<file path="src/rtl/issue_entry_buffer.sv">
// issue_entry_buffer: entry storage and allocation in front of age_matrix.
// Allocates up to NumEnq new entries per cycle to the lowest free slots,
// tracks operand readiness, and issues and frees the entries that age_matrix picks.
module issue_entry_buffer #(
  parameter int unsigned NumEntries = 4,
  parameter int unsigned NumEnq     = 2,
  parameter int unsigned NumSel     = 2,
  parameter int unsigned DataWidth  = 32
) (
  input  logic                            clk_i,
  input  logic                            rst_ni,
  input  logic                            flush_i,
  input  logic [NumEnq-1:0]               enq_valid_i,
  output logic [NumEnq-1:0]               enq_ready_o,
  input  logic [NumEnq*DataWidth-1:0]     enq_data_i,
  input  logic [NumEnq-1:0]               enq_rdy_i,
  input  logic [NumEntries-1:0]           wakeup_i,
  output logic [NumEnq-1:0]               enq_fire_o,
  output logic [NumEnq*NumEntries-1:0]    enq_mask_o,
  output logic [NumEntries-1:0]           entry_vld_o,
  output logic [NumEntries-1:0]           sel_mask_o,
  input  logic [NumSel*NumEntries-1:0]    result_mask_i,
  output logic                            deq_fire_o,
  output logic [NumEntries-1:0]           deq_mask_o,
  output logic [NumSel-1:0]               iss_valid_o,
  input  logic [NumSel-1:0]               iss_ready_i,
  output logic [NumSel*DataWidth-1:0]     iss_data_o,
  output logic [$clog2(NumEntries+1)-1:0] count_o
);

  localparam int unsigned CntW = $clog2(NumEntries + 1);

  logic [NumEntries-1:0] vld_q, vld_d;
  logic [NumEntries-1:0] rdy_q, rdy_d;
  logic [DataWidth-1:0]  data_q [NumEntries];
  logic [DataWidth-1:0]  data_d [NumEntries];

  logic                  active;
  logic [CntW-1:0]       nfree;
  logic [CntW-1:0]       nvld;
  logic [NumEntries-1:0] avail;
  logic                  found;
  logic [NumEntries-1:0] res_row [NumSel];
  logic [DataWidth-1:0]  iss_mux;

  // No handshakes may complete during reset or flush.
  assign active = rst_ni & ~flush_i;

  // Free-slot counting and in-order allocation of fired ports to the lowest free entries.
  always_comb begin
    nfree       = '0;
    nvld        = '0;
    avail       = ~vld_q;
    enq_ready_o = '0;
    enq_fire_o  = '0;
    enq_mask_o  = '0;
    found       = 1'b0;
    for (int unsigned e = 0; e < NumEntries; e++) begin
      nfree = nfree + CntW'(~vld_q[e]);
      nvld  = nvld + CntW'(vld_q[e]);
    end
    for (int unsigned k = 0; k < NumEnq; k++) begin
      enq_ready_o[k] = (nfree > CntW'(k)) & active;
      enq_fire_o[k]  = enq_valid_i[k] & enq_ready_o[k];
      found          = 1'b0;
      if (enq_fire_o[k]) begin
        // Each fired port consumes the lowest slot still available, so port k
        // lands on the r-th free entry where r counts earlier fired ports.
        for (int unsigned e = 0; e < NumEntries; e++) begin
          if (!found && avail[e]) begin
            enq_mask_o[k*NumEntries+e] = 1'b1;
            avail[e]                   = 1'b0;
            found                      = 1'b1;
          end
        end
      end
    end
  end

  // Issue ports: one-hot payload mux and dequeue of accepted picks.
  always_comb begin
    iss_valid_o = '0;
    iss_data_o  = '0;
    deq_mask_o  = '0;
    iss_mux     = '0;
    for (int unsigned i = 0; i < NumSel; i++) begin
      res_row[i]     = result_mask_i[i*NumEntries +: NumEntries];
      iss_valid_o[i] = (|res_row[i]) & active;
      iss_mux        = '0;
      for (int unsigned e = 0; e < NumEntries; e++) begin
        if (res_row[i][e]) iss_mux = iss_mux | data_q[e];
      end
      iss_data_o[i*DataWidth +: DataWidth] = rst_ni ? iss_mux : '0;
      if (iss_valid_o[i] && iss_ready_i[i]) deq_mask_o = deq_mask_o | res_row[i];
    end
    deq_fire_o = |deq_mask_o;
  end

  // Status outputs toward age_matrix and the pipeline.
  always_comb begin
    entry_vld_o = rst_ni ? vld_q : '0;
    sel_mask_o  = vld_q & rdy_q & {NumEntries{active}};
    count_o     = rst_ni ? nvld : '0;
  end

  // Next-state: wakeup, dequeue, enqueue writes, then flush overrides all.
  always_comb begin
    vld_d  = vld_q & ~deq_mask_o;
    rdy_d  = (rdy_q | (wakeup_i & vld_q)) & ~deq_mask_o;
    data_d = data_q;
    // Enqueued entries are currently invalid, so the wakeup term above cannot
    // touch them and the enqueue ready value wins outright.
    for (int unsigned k = 0; k < NumEnq; k++) begin
      for (int unsigned e = 0; e < NumEntries; e++) begin
        if (enq_mask_o[k*NumEntries+e]) begin
          vld_d[e]  = 1'b1;
          rdy_d[e]  = enq_rdy_i[k];
          data_d[e] = enq_data_i[k*DataWidth +: DataWidth];
        end
      end
    end
    if (flush_i) begin
      vld_d = '0;
      rdy_d = '0;
    end
  end

  // Valid/ready state with synchronous active-low reset.
  always_ff @(posedge clk_i) begin
    if (!rst_ni) begin
      vld_q <= '0;
      rdy_q <= '0;
    end else begin
      vld_q <= vld_d;
      rdy_q <= rdy_d;
    end
  end

  // Payload storage; unreset since it is only observed through valid entries.
  always_ff @(posedge clk_i) begin
    data_q <= data_d;
  end

`ifndef SYNTHESIS
  // Protocol checks on the age_matrix picks and on the allocator.
  always_ff @(posedge clk_i) begin
    if (rst_ni && !flush_i) begin
      for (int unsigned i = 0; i < NumSel; i++) begin
        assert ($onehot0(res_row[i]) && ((res_row[i] & ~sel_mask_o) == '0));
        for (int unsigned j = i + 1; j < NumSel; j++) begin
          assert ((res_row[i] & res_row[j]) == '0);
        end
      end
      for (int unsigned k = 0; k < NumEnq; k++) begin
        assert ((enq_mask_o[k*NumEntries +: NumEntries] & vld_q) == '0);
        for (int unsigned j = k + 1; j < NumEnq; j++) begin
          assert ((enq_mask_o[k*NumEntries +: NumEntries] &
                   enq_mask_o[j*NumEntries +: NumEntries]) == '0);
        end
      end
    end
  end
`endif

endmodule

</file>
<file path="config.mk">
export PLATFORM = sky130hd
export DESIGN_NAME = issue_entry_buffer
export DESIGN_NICKNAME = d
export VERILOG_FILES = /design/src/rtl/issue_entry_buffer.sv
export SDC_FILE = /design/constraint.sdc
export NUM_CORES = 1
export LEC_CHECK = 0
export CORE_MARGIN = 5
export CORE_UTILIZATION = 53
export CTS_BUF_LIST = sky130_fd_sc_hd__clkbuf_4
export CTS_CLUSTER_SIZE = 10
export DETAILED_ROUTE_END_ITERATION = 10
export HOLD_SLACK_MARGIN = 0.08
export PLACE_DENSITY_LB_ADDON = 0.25
export SYNTH_ARGS = -nofsm -noshare
export SYNTH_HDL_FRONTEND = slang
export SYNTH_SLANG_ARGS = --single-unit
</file>
<file path="constraint.sdc">
create_clock -name clk_i -period 4.75 [get_ports clk_i]
set_input_delay 0.475 -clock clk_i [delete_from_list [all_inputs] [get_ports clk_i]]
set_output_delay 0.475 -clock clk_i [all_outputs]
set_load 0.01 [all_outputs]
</file>
==> impl_metrics.json <==
{
  "cp-end-kind": "output port",
  "port-buffer-count": 178,
  "place_inst": 947,
  "cts.sinks": 136,
  "hold_violations": 0,
  "io_pins": 179,
  "cts_max_level": 4,
  "cts_buffer_depth": 2,
  "syn-num-nets": 720,
  "track_usage": 0.264,
  "ff2ff_path_depth": 11,
  "clkTransAtPathRegs_ns": 0.11,
  "routed_via_density": 6.53,
  "whs_endpoint": "vld_q[1]",
  "synth_edf_count": 128,
  "ctsHoldBuffers": 0,
  "clk_latency_ns": 0.55,
  "synth_seq_cells": 136,
  "arrival_ns": 4.04,
  "min_delay_path_depth": 2,
  "synth_cells": 625,
  "ctsRootBufferMaster": "clkbuf_4",
  "finalClockSkew_ns": 0.0132,
  "synthMuxAreaShare": 0.205,
  "netlist.area_leader.share": 0.471,
  "synthDistinctLibCells": 46,
  "holdWs_ns": 0.550,
  "pre_cts_ws_ns": 0.502,
  "grt_pass1_wl_um": 36900,
  "fillerInstances": 1119,
  "area_delta_synth_final_pct": 25.8,
  "core_sq_um": 15100,
  "avgSynthCellArea_sq_um": 13.0,
  "drt-initial-drc-count": 528,
  "yosysSeqAreaShare": 0.491,
  "cts_tree": "done",
  "hp-start": "vld_q[1]",
  "hp-class": "reg2reg",
  "slew_headroom": 0.362,
  "nets": 873,
  "synthAdderAreaFrac": 0.0172,
  "numCtsBuffers": 17,
  "diodes": 0,
  "synth_ff_type": "edfxtp_1",
  "cap_violations": 0,
  "dieArea_sq_um": 18000,
  "async_reset_ff_frac": 0,
  "grt_util_met1": 0.335,
  "busiest_layer": "met2",
  "drt_pass1_iterations": 5,
  "synth_compound_area_frac": 0.206,
  "cellPowerDensity_nw_per_um2": 252,
  "grt_max_degree": 40,
  "reg2reg_from": "vld_q[3]",
  "start_util": 0.538,
  "place_congestion": 0.903,
  "critPathMaxFanout": 16,
  "setup_viol": 0,
  "rrSetupSlack_ns": 0.81,
  "synthSimpleGateAreaFrac": 0.0344,
  "max_freq_mhz": 221,
  "fin_setup_tns_ns": 0,
  "stdcell_area_sq_um": 10300,
  "grt_pass1_vias": 6641,
  "post-route-drc-count": 0,
  "rsz0062_at_grt": "no",
  "die_w_um": 134,
  "period_needed_ns": 4.52,
  "cts-resized-gates": 1,
  "ant_nets": 0,
  "drt_wl_total_um": 24100,
  "fin_crit_sh": 0.951,
  "status": "complete, no violations",
  "path_class": "reg2out",
  "dpl-instance-area_sq_um": 9970,
  "place_hpwl_um": 15700,
  "use_met2": 0.448,
  "fin_cells": 978,
  "syn_area_sq_um": 8150,
  "cts_setup_buffers": 0,
  "synth_xor_area_frac": 0,
  "cp-startpoint": "vld_q[3]",
  "use_met3": 0.0690,
  "tightest_slew_ns": 0.957,
  "antenna_found_initial": 0,
  "ir_worst_vdd_mv": 0.216,
  "synth.cells.most_frequent": "a22oi_1, edfxtp_1, mux2_2, a21boi_0, mux2_4",
  "post_drt_wl_per_cell_um": 24.6,
  "synth.largest_area_cell": "edfxtp_1",
  "crit_path_start_kind": "flip-flop",
  "vias": 6388,
  "die_h_um": 134,
  "setup_ws_ns": 0.232,
  "synth.area.top_cells": "edfxtp_1, a22oi_1, mux2_2, mux2_4, a21boi_0",
  "reg2reg_to": "data_q[1]",
  "overflow": 0,
  "drive_above_1_share": 0.246,
  "p_leak_uw": 0.00373,
  "num_rows": 45,
  "slew_viol_final": 0,
  "synth_warnings": 0,
  "synth_top_family_by_area": "compound AO/OA/AOI/OAI gates",
  "critical_path_required_ns": 4.28
}
final cells by class:
| type | instances | area (sq um) | area share |
|---|---|---|---|
| sequential | 136 | 4010 | 0.390 |
| multi-input combinational | 413 | 3800 | 0.370 |
| timing repair buffer | 192 | 1870 | 0.182 |
| tap | 188 | 235 | 0.0229 |
| clock buffer | 20 | 150 | 0.0146 |
| clock inverter | 11 | 131 | 0.0128 |
| inverter | 18 | 72.6 | 0.00707 |
per-stage QoR:
stage / power, uW / util
after detailed placement: 1830 / 0.658
after CTS: 2600 / 0.677
after global routing: 2680 / 0.677
after global placement: 1820 / 0.658
final: 2580 / 0.677
after floorplan: 1590 / -
power by group:
group | leakage (uW) | internal [uW] | total (uW) | switching [uW]
logic | 0.00235 | 241 | 463 | 222
registers | 0.00123 | 1340 | 1350 | 10.4
clock network | 0.000151 | 371 | 774 | 403
total | 0.00373 | 1950 | 2580 | 635
layout by cell type (no fill, tap or decap), types with 3 or more instances in the layout:
cell type / instances
a21oi_1: 11
a211oi_1: 6
ha_1: 8
mux2_4: 54
buf_4: 12
clkbuf_4: 20
nor2_1: 7
or2_2: 3
a22o_1: 4
o21ai_0: 3
clkdlybuf4s50_1: 169
clkinv_1: 3
a21boi_0: 64
buf_2: 9
dfxtp_1: 6
mux2i_1: 3
inv_1: 16
a22oi_1: 128
nor4_1: 3
and2_1: 7
edfxtp_1: 128
and3_1: 4
clkinv_2: 3
nand2_1: 5
mux2_2: 74
bufinv_16: 3
metal layers:
| metal | share of wire | vias to the layer above |
|---|---|---|
| met5 | 0 | - |
| met2 | 0.48 | 360 |
| met1 | 0.40 | 3188 |
| met3 | 0.10 | 44 |
| li1 | - | 2796 |
| met4 | 0.018 | 0 |
critical path, stage by stage (launching register included):
cell	delay, ns
dfxtp_2	0.44
fa_1	0.43
inv_1	0.06
ha_1	0.16
inv_1	0.05
ha_1	0.20
nand4bb_4	0.27
or4_4	0.59
a221o_2	0.48
inv_6	0.23
clkdlybuf4s50_1	0.59
sequential cells by signal, summed over array words and instances (netlist names):
| name | cells |
|---|---|
| vld_q | 4 |
| data_q | 128 |
| rdy_q | 4 |
cell families (layout without fill, tap and decap cells):
group | after synthesis | after routing
muxes | 131 | 131
DFF | 136 | 136
AOI/OAI and AO/OA | 226 | 226
adders and majority gates | 10 | 10
and+or+nand+nor | 46 | 46
buffers and inverters | 76 | 241
worst max path at each step:
stage	slack (ns)	depth (start not counted)	end
floorplan	0.98	11	data_q[32]
global placement	0.60	10	enq_mask_o[7]
detailed placement	0.50	10	enq_mask_o[7]
CTS	0.08	10	enq_mask_o[7]
global route	0.09	10	enq_mask_o[7]
finish	0.23	10	enq_mask_o[7]
No activity file was read; power rests on OpenSTA's default activity.
